===== src/rtl/mod_clkgen_pkg.sv =====
// Shared types and power-on configuration for the multi-channel clock generator.
package mod_clkgen_pkg;

  typedef enum logic [1:0] {
    STOPPED = 2'd0,
    RUN     = 2'd1,
    PEND    = 2'd2
  } state_t;

  localparam int DEF_PHASE = 0;
  localparam int DEF_DEAD  = 1;

  // Default high time leaves room for two one-cycle dead gaps in the period.
  function automatic int def_duty(input int period);
    return period / 2 - 1;
  endfunction

endpackage


===== src/rtl/mod_clkgen_multi_if.sv =====
// Configuration handshake bundle: one offer carries a complete period/phase/duty/dead set.
interface mod_clkgen_multi_if #(
  parameter int NUM_CH = 3,
  parameter int CNT_W  = 8
);
  logic                    CFG_VALID;
  logic                    CFG_READY;
  logic [CNT_W-1:0]        CFG_PERIOD;
  logic [NUM_CH*CNT_W-1:0] CFG_PHASE;
  logic [NUM_CH*CNT_W-1:0] CFG_DUTY;
  logic [CNT_W-1:0]        CFG_DEAD;
  logic                    CFG_ERR;

  modport master (
    output CFG_VALID, CFG_PERIOD, CFG_PHASE, CFG_DUTY, CFG_DEAD,
    input  CFG_READY, CFG_ERR
  );

  modport slave (
    input  CFG_VALID, CFG_PERIOD, CFG_PHASE, CFG_DUTY, CFG_DEAD,
    output CFG_READY, CFG_ERR
  );
endinterface


===== src/rtl/mod_clkgen_ch.sv =====
// One modulation channel: phase-shifted position within the period, compared against duty and dead time.
module mod_clkgen_ch #(
  parameter int CNT_W = 8
) (
  input  logic             clk,
  input  logic             srst,
  input  logic             run,
  input  logic [CNT_W-1:0] cnt,
  input  logic [CNT_W-1:0] period,
  input  logic [CNT_W-1:0] phase,
  input  logic [CNT_W-1:0] duty,
  input  logic [CNT_W-1:0] dead,
  output logic             mod,
  output logic             modn
);

  logic [CNT_W:0] pos;
  logic           mod_next;
  logic           modn_next;

  // One extra bit so cnt+period never wraps for arbitrary (non power-of-two) periods.
  always_comb begin
    if (cnt >= phase) begin
      pos = {1'b0, cnt} - {1'b0, phase};
    end else begin
      pos = {1'b0, cnt} + {1'b0, period} - {1'b0, phase};
    end
    mod_next  = (pos < {1'b0, duty});
    modn_next = (pos >= ({1'b0, duty} + {1'b0, dead})) &&
                ((pos + {1'b0, dead}) < {1'b0, period});
  end

  always_ff @(posedge clk) begin
    if (srst || !run) begin
      mod  <= 1'b0;
      modn <= 1'b0;
    end else begin
      mod  <= mod_next;
      modn <= modn_next;
    end
  end

endmodule


===== src/rtl/mod_clkgen_multi.sv =====
// Multi-channel non-overlapping clock generator with glitch-free reconfiguration at period wrap.
module mod_clkgen_multi
  import mod_clkgen_pkg::*;
#(
  parameter int NUM_CH     = 3,
  parameter int CNT_W      = 8,
  parameter int RST_PERIOD = 100
) (
  input  logic               CLK_IN,
  input  logic               RESET,
  input  logic               ENABLE,
  mod_clkgen_multi_if.slave  cfg,
  output logic [NUM_CH-1:0]  CLK_OUT_MOD,
  output logic [NUM_CH-1:0]  CLK_OUT_MODN,
  output logic               CLK_OUT_SYNC
);

  localparam logic [CNT_W-1:0] DEF_PERIOD_V = CNT_W'(RST_PERIOD);
  localparam logic [CNT_W-1:0] DEF_DUTY_V   = CNT_W'(def_duty(RST_PERIOD));
  localparam logic [CNT_W-1:0] DEF_DEAD_V   = CNT_W'(DEF_DEAD);
  localparam logic [CNT_W-1:0] DEF_PHASE_V  = CNT_W'(DEF_PHASE);

  state_t                  state_reg, state_next;
  logic [CNT_W-1:0]        cnt_reg, cnt_next;
  logic [CNT_W-1:0]        act_period_reg, act_dead_reg;
  logic [NUM_CH*CNT_W-1:0] act_phase_reg, act_duty_reg;
  logic [CNT_W-1:0]        stg_period_reg, stg_dead_reg;
  logic [NUM_CH*CNT_W-1:0] stg_phase_reg, stg_duty_reg;
  logic                    sync_reg;
  logic                    err_reg;

  logic [NUM_CH-1:0]       ch_bad;
  logic                    cfg_ok;
  logic                    cfg_acc;
  logic                    cfg_rej;
  logic                    running;
  logic                    wrap;
  logic                    load_active;
  logic                    load_staged;
  logic                    commit;

  // 2*DEAD is formed by a shift into a wider word so large dead times cannot alias.
  for (genvar gi = 0; gi < NUM_CH; gi++) begin : g_chk
    assign ch_bad[gi] =
      (cfg.CFG_PHASE[gi*CNT_W +: CNT_W] >= cfg.CFG_PERIOD) ||
      (({2'b00, cfg.CFG_DUTY[gi*CNT_W +: CNT_W]} + {1'b0, cfg.CFG_DEAD, 1'b0}) >
       {2'b00, cfg.CFG_PERIOD});
  end

  assign cfg_ok        = (cfg.CFG_PERIOD >= CNT_W'(2)) && !(|ch_bad);
  assign cfg.CFG_READY = (state_reg != PEND);
  assign cfg_acc       = cfg.CFG_VALID && cfg.CFG_READY && cfg_ok;
  assign cfg_rej       = cfg.CFG_VALID && cfg.CFG_READY && !cfg_ok;
  assign cfg.CFG_ERR   = err_reg;
  assign running       = (state_reg != STOPPED);
  assign wrap          = (cnt_reg == act_period_reg - CNT_W'(1));
  assign CLK_OUT_SYNC  = sync_reg;

  always_comb begin
    state_next  = state_reg;
    cnt_next    = cnt_reg;
    load_active = 1'b0;
    load_staged = 1'b0;
    commit      = 1'b0;
    case (state_reg)
      STOPPED: begin
        cnt_next    = '0;
        load_active = cfg_acc;
        if (ENABLE) state_next = RUN;
      end
      RUN: begin
        cnt_next = wrap ? '0 : cnt_reg + CNT_W'(1);
        if (cfg_acc) begin
          load_staged = 1'b1;
          state_next  = PEND;
        end else if (wrap && !ENABLE) begin
          state_next = STOPPED;
        end
      end
      PEND: begin
        cnt_next = wrap ? '0 : cnt_reg + CNT_W'(1);
        if (wrap) begin
          commit     = 1'b1;
          state_next = ENABLE ? RUN : STOPPED;
        end
      end
      default: begin
        state_next = STOPPED;
        cnt_next   = '0;
      end
    endcase
  end

  always_ff @(posedge CLK_IN) begin
    if (RESET) begin
      state_reg      <= STOPPED;
      cnt_reg        <= '0;
      sync_reg       <= 1'b0;
      err_reg        <= 1'b0;
      act_period_reg <= DEF_PERIOD_V;
      act_dead_reg   <= DEF_DEAD_V;
      act_phase_reg  <= {NUM_CH{DEF_PHASE_V}};
      act_duty_reg   <= {NUM_CH{DEF_DUTY_V}};
      stg_period_reg <= '0;
      stg_dead_reg   <= '0;
      stg_phase_reg  <= '0;
      stg_duty_reg   <= '0;
    end else begin
      state_reg <= state_next;
      cnt_reg   <= cnt_next;
      sync_reg  <= running && (cnt_reg == '0);
      err_reg   <= cfg_rej;
      // The active set only moves while stopped or on the wrap edge, so no runt pulses.
      if (load_active) begin
        act_period_reg <= cfg.CFG_PERIOD;
        act_dead_reg   <= cfg.CFG_DEAD;
        act_phase_reg  <= cfg.CFG_PHASE;
        act_duty_reg   <= cfg.CFG_DUTY;
      end else if (commit) begin
        act_period_reg <= stg_period_reg;
        act_dead_reg   <= stg_dead_reg;
        act_phase_reg  <= stg_phase_reg;
        act_duty_reg   <= stg_duty_reg;
      end
      if (load_staged) begin
        stg_period_reg <= cfg.CFG_PERIOD;
        stg_dead_reg   <= cfg.CFG_DEAD;
        stg_phase_reg  <= cfg.CFG_PHASE;
        stg_duty_reg   <= cfg.CFG_DUTY;
      end
    end
  end

  for (genvar gi = 0; gi < NUM_CH; gi++) begin : g_ch
    mod_clkgen_ch #(
      .CNT_W (CNT_W)
    ) u_ch (
      .clk    (CLK_IN),
      .srst   (RESET),
      .run    (running),
      .cnt    (cnt_reg),
      .period (act_period_reg),
      .phase  (act_phase_reg[gi*CNT_W +: CNT_W]),
      .duty   (act_duty_reg[gi*CNT_W +: CNT_W]),
      .dead   (act_dead_reg),
      .mod    (CLK_OUT_MOD[gi]),
      .modn   (CLK_OUT_MODN[gi])
    );
  end

endmodule


===== src/flat_wrapper.sv =====
// flat-port wrapper written by rule: the top's interface ports become plain ports
module mod_clkgen_multi_flat import mod_clkgen_pkg::*;
#(
  parameter int NUM_CH     = 3,
  parameter int CNT_W      = 8,
  parameter int RST_PERIOD = 100
)
  (CLK_IN, RESET, ENABLE, CLK_OUT_MOD, CLK_OUT_MODN, CLK_OUT_SYNC, cfg_CFG_VALID, cfg_CFG_PERIOD, cfg_CFG_PHASE, cfg_CFG_DUTY, cfg_CFG_DEAD, cfg_CFG_READY, cfg_CFG_ERR);
  mod_clkgen_multi_if #(.NUM_CH(NUM_CH), .CNT_W(CNT_W)) cfg_i ();
  input  logic CLK_IN;
  input  logic RESET;
  input  logic ENABLE;
  output logic [NUM_CH-1:0] CLK_OUT_MOD;
  output logic [NUM_CH-1:0] CLK_OUT_MODN;
  output logic CLK_OUT_SYNC;
  input wire logic [$bits(cfg_i.CFG_VALID)-1:0] cfg_CFG_VALID;
  input wire logic [$bits(cfg_i.CFG_PERIOD)-1:0] cfg_CFG_PERIOD;
  input wire logic [$bits(cfg_i.CFG_PHASE)-1:0] cfg_CFG_PHASE;
  input wire logic [$bits(cfg_i.CFG_DUTY)-1:0] cfg_CFG_DUTY;
  input wire logic [$bits(cfg_i.CFG_DEAD)-1:0] cfg_CFG_DEAD;
  output wire logic [$bits(cfg_i.CFG_READY)-1:0] cfg_CFG_READY;
  output wire logic [$bits(cfg_i.CFG_ERR)-1:0] cfg_CFG_ERR;
  assign cfg_i.CFG_VALID = cfg_CFG_VALID;
  assign cfg_i.CFG_PERIOD = cfg_CFG_PERIOD;
  assign cfg_i.CFG_PHASE = cfg_CFG_PHASE;
  assign cfg_i.CFG_DUTY = cfg_CFG_DUTY;
  assign cfg_i.CFG_DEAD = cfg_CFG_DEAD;
  assign cfg_CFG_READY = cfg_i.CFG_READY;
  assign cfg_CFG_ERR = cfg_i.CFG_ERR;
  mod_clkgen_multi #(.NUM_CH(NUM_CH), .CNT_W(CNT_W), .RST_PERIOD(RST_PERIOD)) u_core (.CLK_IN(CLK_IN), .RESET(RESET), .ENABLE(ENABLE), .cfg(cfg_i), .CLK_OUT_MOD(CLK_OUT_MOD), .CLK_OUT_MODN(CLK_OUT_MODN), .CLK_OUT_SYNC(CLK_OUT_SYNC));
endmodule

===== config.mk =====
export PLATFORM = sky130hd
export DESIGN_NAME = mod_clkgen_multi_flat
export DESIGN_NICKNAME = d
export VERILOG_FILES = /design/src/rtl/mod_clkgen_pkg.sv /design/src/rtl/mod_clkgen_multi_if.sv /design/src/rtl/mod_clkgen_ch.sv /design/src/rtl/mod_clkgen_multi.sv /design/src/flat_wrapper.sv
export SDC_FILE = /design/constraint.sdc
export NUM_CORES = 1
export LEC_CHECK = 0
export CORE_UTILIZATION = 60
export CTS_BUF_LIST = sky130_fd_sc_hd__clkbuf_2 sky130_fd_sc_hd__clkbuf_4 sky130_fd_sc_hd__clkbuf_8
export CTS_CLUSTER_SIZE = 10
export DETAILED_ROUTE_END_ITERATION = 12
export GPL_TIMING_DRIVEN = 0
export MAX_ROUTING_LAYER = met4
export PLACE_DENSITY = 0.8
export SYNTH_ARGS = -nofsm -noshare
export SYNTH_HDL_FRONTEND = slang
export SYNTH_SLANG_ARGS = --single-unit

===== constraint.sdc =====
create_clock -name CLK_IN -period 13 [get_ports CLK_IN]
set_input_delay 2.6 -clock CLK_IN [delete_from_list [all_inputs] [get_ports CLK_IN]]
set_output_delay 2.6 -clock CLK_IN [all_outputs]
set_load 0.03 [all_outputs]

==> results_dict.tcl, run 1 <==
set metrics [dict create \
    outcome "complete, no violations" \
    fmax_ghz 0.137 \
    grt-ovfl-total 0 \
    die_x_um 159 \
    critPathTopFamily "buffers and inverters" \
    irDropWorstVdd_mv 0.0671 \
    synth.area.top_cells "ha_1 21%, dfxtp_1 20%, mux2i_1 12%" \
    core_area_mm2 0.0238 \
    initial_core_util_pct 62.1 \
    vias 12865 \
    yosysUniqueCellTypes 64 \
    period_minus_slack_ps 7280 \
    fin_setup_tns_ps 0 \
    critPathLaunchType "input port" \
    grt_max_degree 17 \
    drive_gt1_share_pct 4.14 \
    synth.top_cell.area_share_pct 21.4 \
    seq_area_mm2 0.00292 \
    postSynthCellCount 1680 \
    grt_pass1_vias 12510 \
    yosysTopAreaCell "ha_1" \
    async_flop_share_pct 0 \
    synth-simple-area-share_pct 17.1 \
    finalSetupViolations 0 \
    ys_seq_area_share_pct 19.8 \
    clock-sinks 146 \
    rows 56 \
    tritoncts "built" \
    skew_ps 15.5 \
    routed_wl_um 42500 \
    worst-setup-path-type "input port to flip-flop" \
    slowest_delay_ps 800 \
    synth_edf_count 0 \
    cp_slowest_cell "nor4_1" \
    postCtsSetupBuffers 0 \
    grt_antenna_before_repair 0 \
    num_antenna_cells 0 \
    synthXorXnorAreaFrac_pct 5.64 \
    area_growth_pct 10.4 \
    yosys.area_share.adder_pct 23.6 \
    slew_violations 0 \
    drt_iter0_markers 902 \
    insertion_delay_ps 470 \
    utilization_pct 68.5 \
    worst_pin_slew_ps 1030 \
    io_pins 77 \
    yosysWarningCount 0 \
    synth_mux_area_share_pct 12.7 \
    pwr_density_cell_mw_per_mm2 70.5 \
    slew_headroom_pct 30.4 \
    cp_max_fo 10 \
    path_clk_slew_ps 90 \
    cp_cell_sequence "clkdlybuf4s50_1 > ha_1 > fa_1 > a211oi_1 > nor2_1 > o21a_1 > nor2_1 > xnor2_1 > ha_1 > a211o_1 > a221oi_1 > o211ai_1 > nor4_1 > nand4_1 > clkbuf_1 > buf_2 > mux2i_1" \
    firstDrtPassIters 5 \
    nFillCells 1929 \
    layoutNonFillerInstCount 2106 \
    synth_top_family_by_area "adder cells" \
    hpwl_um 34100 \
    htree_levels 4 \
    fin_crit_sh_pct 56.0 \
    synth_area_per_cell_um2 8.78 \
    track_usage_pct 34.7 \
    grt_pass1_wl_um 66900 \
    cts_resized 0 \
    routedWlPerCell_um 20.2 \
    cts_buffer_depth 2 \
    holdBufCountCts 0 \
    hp-class "flip-flop to flip-flop" \
    cp_num_buf_inv 3 \
    final_common_cell "ha_1" \
    die_area_mm2 0.0252 \
    power_leakage_nw 7.34 \
    synth.net_count 2016 \
    root_buffer "clkbuf_8" \
    route.detailed.drc 0 \
    synth_ff_type "dfxtp_1" \
    finalHoldViolCount 0 \
    gp_congestion 0.987 \
    fin_nets 2110 \
    rsz0062_at_grt "no" \
    multi_input_area_mm2 0.0111 \
    layout_common_cells "252 x ha_1, 181 x mux2i_1, 152 x nand2b_1, 146 x dfxtp_1, 100 x inv_1" \
    detail-route-antenna-nets 0 \
    port_buffers 74 \
    cp-end-kind "flip-flop" \
    total_power_mw 1.15 \
    crit_arrival_ps 7660 \
    dp_cells 2074 \
    synth_compound_area_share_pct 16.6 \
    critPathRequiredTime_ps 13370 \
    ys_seq_elements 146 \
    die_h_um 159 \
    cap_violations 0 \
    vias_per_cell 6.11 \
    numCtsBuffers 17 \
    synth_area_mm2 0.0147 \
]
area by class of cell:
cell class / instances / share of cell area, %
inverter: 100 / 2.31
multi-input combinational: 1375 / 68.5
sequential: 146 / 18.0
buffer: 59 / 1.89
timing repair buffer: 75 / 4.58
tap: 319 / 2.45
clock inverter: 15 / 0.915
clock buffer: 17 / 1.44
logic make-up (layout without fill, tap and decap cells):
| logic type | after synthesis | in the layout |
|---|---|---|
| AO/OA/AOI/OAI | 365 | 365 |
| flip-flops | 146 | 146 |
| adder cells (fa/ha/maj) | 268 | 268 |
| AND/OR/NAND/NOR | 461 | 461 |
| multiplexers | 186 | 186 |
| XOR/XNOR | 95 | 95 |
| buffers and inverters | 159 | 266 |
cell usage after synthesis, types with 4 or more instances:
cell / n
a2111oi_0: 7
a211o_1: 4
a211oi_1: 40
a21o_1: 55
a21oi_1: 97
a31oi_1: 8
and3_1: 6
buf_2: 9
buf_4: 16
clkbuf_1: 32
dfxtp_1: 146
fa_1: 16
ha_1: 252
inv_1: 100
mux2_2: 5
mux2i_1: 181
nand2_1: 38
nand2b_1: 152
nand3_1: 23
nand4_1: 18
nor2_1: 97
nor2b_1: 23
nor3_1: 16
nor3b_1: 5
nor4_1: 8
o211a_1: 4
o211ai_1: 5
o21a_1: 29
o21ai_0: 62
o21bai_1: 14
o31a_1: 7
o31ai_1: 4
or2_0: 51
or2_2: 5
or3_1: 6
xnor2_1: 62
xor2_1: 33
final timing paths:
kind / slack [ps] / cells after the start / start / endpoint
setup / recovery: 5720 / 17 / cfg_CFG_DEAD[0] / u_core.act_duty_reg[12]$_SDFFE_PP1P_
hold reg to reg: 480 / 2 / u_core.stg_duty_reg[15]$_SDFFE_PP0P_ / u_core.stg_duty_reg[15]$_SDFFE_PP0P_
setup reg to reg: 6950 / 21 / u_core.cnt_reg[1]$_SDFF_PP0_ / u_core.g_ch[1].u_ch.modn$_SDFF_PP0_
hold / removal: 480 / 2 / u_core.stg_duty_reg[15]$_SDFFE_PP0P_ / u_core.stg_duty_reg[15]$_SDFFE_PP0P_
stage by stage:
step / setup slack (ps) / hold WS [ps] / area [µm²]
after floorplan: 6800 / 440 / 14700
after global placement: 5390 / 458 / 15900
after detailed placement: 5330 / 464 / 15900
after CTS: 5790 / 479 / 16300
after global routing: 5410 / 494 / 16300
final: 5720 / 477 / 16300
tightest hold or removal path, stage by stage, from the launching register on:
cell      delay [ps]
dfxtp_1          320
nand2b_1          60
mux2i_1           50
report_power, final:
| group | switching, mW | internal, mW | leakage (nW) |
|---|---|---|---|
| logic | 0.185 | 0.143 | 5.98 |
| registers | 0.00605 | 0.454 | 1.18 |
| clock network | 0.203 | 0.156 | 0.183 |
metal layers:
metal	wire, µm	GRT usage [%]	vias up
met5	0	-	-
met4	1430	12.6	0
met3	2540	3.37	89
met2	19500	55.7	451
met1	19000	45.2	6113
li1	-	-	6212
(Power assumes the default switching activity.)
==> run 2: changes to the inputs <==
--- a/config.mk
+++ b/config.mk
@@ -5,13 +5,13 @@
 export SDC_FILE = /design/constraint.sdc
 export NUM_CORES = 1
 export LEC_CHECK = 0
-export CORE_UTILIZATION = 60
+export CORE_UTILIZATION = 57
 export CTS_BUF_LIST = sky130_fd_sc_hd__clkbuf_2 sky130_fd_sc_hd__clkbuf_4 sky130_fd_sc_hd__clkbuf_8
 export CTS_CLUSTER_SIZE = 10
 export DETAILED_ROUTE_END_ITERATION = 12
 export GPL_TIMING_DRIVEN = 0
 export MAX_ROUTING_LAYER = met4
-export PLACE_DENSITY = 0.8
+export PLACE_DENSITY = 0.79
 export SYNTH_ARGS = -nofsm -noshare
 export SYNTH_HDL_FRONTEND = slang
 export SYNTH_SLANG_ARGS = --single-unit
==> constraint.sdc (replaced) <==
create_clock -name CLK_IN -period 6.07 [get_ports CLK_IN]
set_input_delay 1.214 -clock CLK_IN [delete_from_list [all_inputs] [get_ports CLK_IN]]
set_output_delay 1.214 -clock CLK_IN [all_outputs]
set_load 0.03 [all_outputs]
==> run 2 against run 1 <==
  * Global-route usage shrank 0.69 points
  * Hold slack lost 0.79 ps
  * Die area grew 5.2%
  * Critical path depth grew 5
  * Via count shrank 0.90%
  * Sequential cell count is the same
==> results_dict.tcl, run 2 (synthesized netlist as in run 1, its figures left out) <==
set metrics [dict create \
    worstReg2RegEnd "u_core.g_ch[1].u_ch.modn$_SDFF_PP0_" \
    worst-setup-path-type "flip-flop to flip-flop" \
    pwr_density_cell_mw_per_mm2 151 \
    rsz0062_at_grt "no" \
    io_pins 77 \
    grt-ovfl-total 0 \
    drt_iter0_markers 1026 \
    detail-route-antenna-nets 0 \
    layout_common_cells "252 x ha_1, 181 x mux2i_1, 152 x nand2b_1, 144 x dfxtp_1, 100 x inv_1" \
    clock-sinks 146 \
    grt_pass1_vias 12531 \
    route.detailed.drc 0 \
    crit_arrival_ps 6100 \
    skew_ps 19.3 \
    grt_antenna_before_repair 0 \
    finalSetupViolations 0 \
    track_usage_pct 34.0 \
    irDropWorstVdd_mv 0.154 \
    die_h_um 163 \
    period_minus_slack_ps 5750 \
    slew_violations 0 \
    insertion_delay_ps 480 \
    cp-end-kind "flip-flop" \
    vias 12749 \
    grt_pass1_wl_um 67100 \
    tritoncts "built" \
    numCtsBuffers 17 \
    slew_headroom_pct 36.1 \
    hpwl_um 34700 \
    cap_violations 0 \
    core_area_mm2 0.0253 \
    hp-start "u_core.stg_phase_reg[13]$_SDFFE_PP0P_" \
    critPathLaunchType "flip-flop" \
    root_buffer "clkbuf_8" \
    port_buffers 74 \
    routedWlPerCell_um 20.1 \
    gp_congestion 1.01 \
    final_common_cell "ha_1" \
    worst_pin_slew_ps 958 \
    firstDrtPassIters 5 \
    fin_nets 2112 \
    worst-r2r-setup-slack_ps 320 \
    initial_core_util_pct 58.4 \
    fin_area_mm2 0.0164 \
    die_area_mm2 0.0265 \
    num_antenna_cells 0 \
    rows 58 \
    r2r_cells 22 \
    grt_max_degree 17 \
    routed_wl_um 42600 \
    finalHoldViolCount 0 \
    htree_levels 4 \
    r2r-start "u_core.act_period_reg[0]$_SDFFE_PP0P_" \
    die_x_um 163 \
    cts_buffer_depth 2 \
    critPathRequiredTime_ps 6420 \
    area_growth_pct 11.0 \
    dp_cells 2085 \
    outcome "complete, no violations" \
    drive_gt1_share_pct 4.64 \
    path_clk_slew_ps 100 \
    post_dp_cell_area_mm2 0.0159 \
    worst_slack_ps 323 \
    hp-class "flip-flop to flip-flop" \
    fmax_ghz 0.174 \
    layoutNonFillerInstCount 2119 \
    power_leakage_nw 7.37 \
    dp_slack_ps -380 \
    hold_depth 2 \
    min_to "u_core.stg_phase_reg[13]$_SDFFE_PP0P_" \
    cp_max_fo 9 \
    fin_crit_sh_pct 94.7 \
    vias_per_cell 6.02 \
]
[run 2: changes by cell type in the layout (fill, tap and decap cells not counted), sizes merged]
cell      before  now
buf           28   30
clkbuf        49   50
clkinv         4    3
clkinvlp       4    3
inv          106  107
[run 2: power breakdown]
part | internal (mW) | switching [mW] | total [mW]
logic | 0.307 | 0.400 | 0.707
registers | 0.972 | 0.0121 | 0.984
clock network | 0.347 | 0.441 | 0.788
total | 1.63 | 0.853 | 2.48
[run 2: how the worst max path moves through the flow]
stage / from / to / slack, ps / depth (start not counted)
2_1_floorplan: u_core.cnt_reg[1]$_SDFF_PP0_ / u_core.g_ch[1].u_ch.modn$_SDFF_PP0_ / 1210 / 21
3_3_place_gp: u_core.cnt_reg[1]$_SDFF_PP0_ / u_core.g_ch[0].u_ch.modn$_SDFF_PP0_ / -330 / 19
3_5_place_dp: cfg_CFG_DEAD[0] / u_core.act_duty_reg[20]$_SDFFE_PP1P_ / -380 / 17
4_1_cts: u_core.cnt_reg[1]$_SDFF_PP0_ / u_core.g_ch[0].u_ch.modn$_SDFF_PP0_ / 90 / 21
5_1_grt: u_core.act_phase_reg[17]$_SDFFE_PP0P_ / u_core.g_ch[2].u_ch.modn$_SDFF_PP0_ / 10 / 22
6_report: u_core.act_period_reg[0]$_SDFFE_PP0P_ / u_core.g_ch[1].u_ch.modn$_SDFF_PP0_ / 320 / 22
[run 2: routing by layer]
| layer | global-route usage [%] | up-vias | part of all wire, % | routed length, µm |
|---|---|---|---|---|
| met5 | - | - | 0 | 0 |
| met4 | 14.7 | 0 | 4.4 | 1860 |
| met3 | 4.53 | 91 | 6.0 | 2540 |
| met2 | 53.5 | 410 | 45 | 19200 |
| met1 | 43.6 | 6030 | 45 | 19000 |
| li1 | - | 6218 | - | - |
[run 2: cell type report]
class	instances	area, µm²
flip-flops and latches	146	2930
well taps	330	413
fillers	2160	8890
clock buffers	18	248
plain buffers	59	309
clock inverters	14	141
multi-input cells	1375	11200
inverters	100	375
repair buffers	77	761
[run 2: stage by stage]
stage	TNS, ps	hold slack (ps)	power (mW)	utilization (%)
after floorplan	0	440	1.46	-
after CTS	0	478	2.47	64.6
after global routing	0	492	2.60	64.8
after detailed placement	-35970	462	1.69	63.0
final	0	476	2.48	64.8
after global placement	-15600	455	1.67	62.9
[run 2: repair_timing]
action | CTS | global route
buffers inserted | 0 | 2
endpoints found under the setup margin | 2 | 101
gates resized for setup | 3 | 8
hold buffers | 0 | 0
pin swaps | 0 | 1
[run 2: worst max-delay path: stages, from the launching register on]
cell      delay (ps)
dfxtp_1          610
ha_1             250
inv_1             60
fa_1             680
inv_1            190
ha_1             300
nor2b_1          120
o21ai_0          240
a21boi_0         150
o21ai_0          170
nand2b_1         130
xnor2_1          150
mux2i_1          590
ha_1             380
a21oi_1          140
o21ai_0          150
xor2_1           190
ha_1             200
a21oi_1          160
o211ai_1         120
a31oi_1          170
o21ai_0          110
nor4_1           370
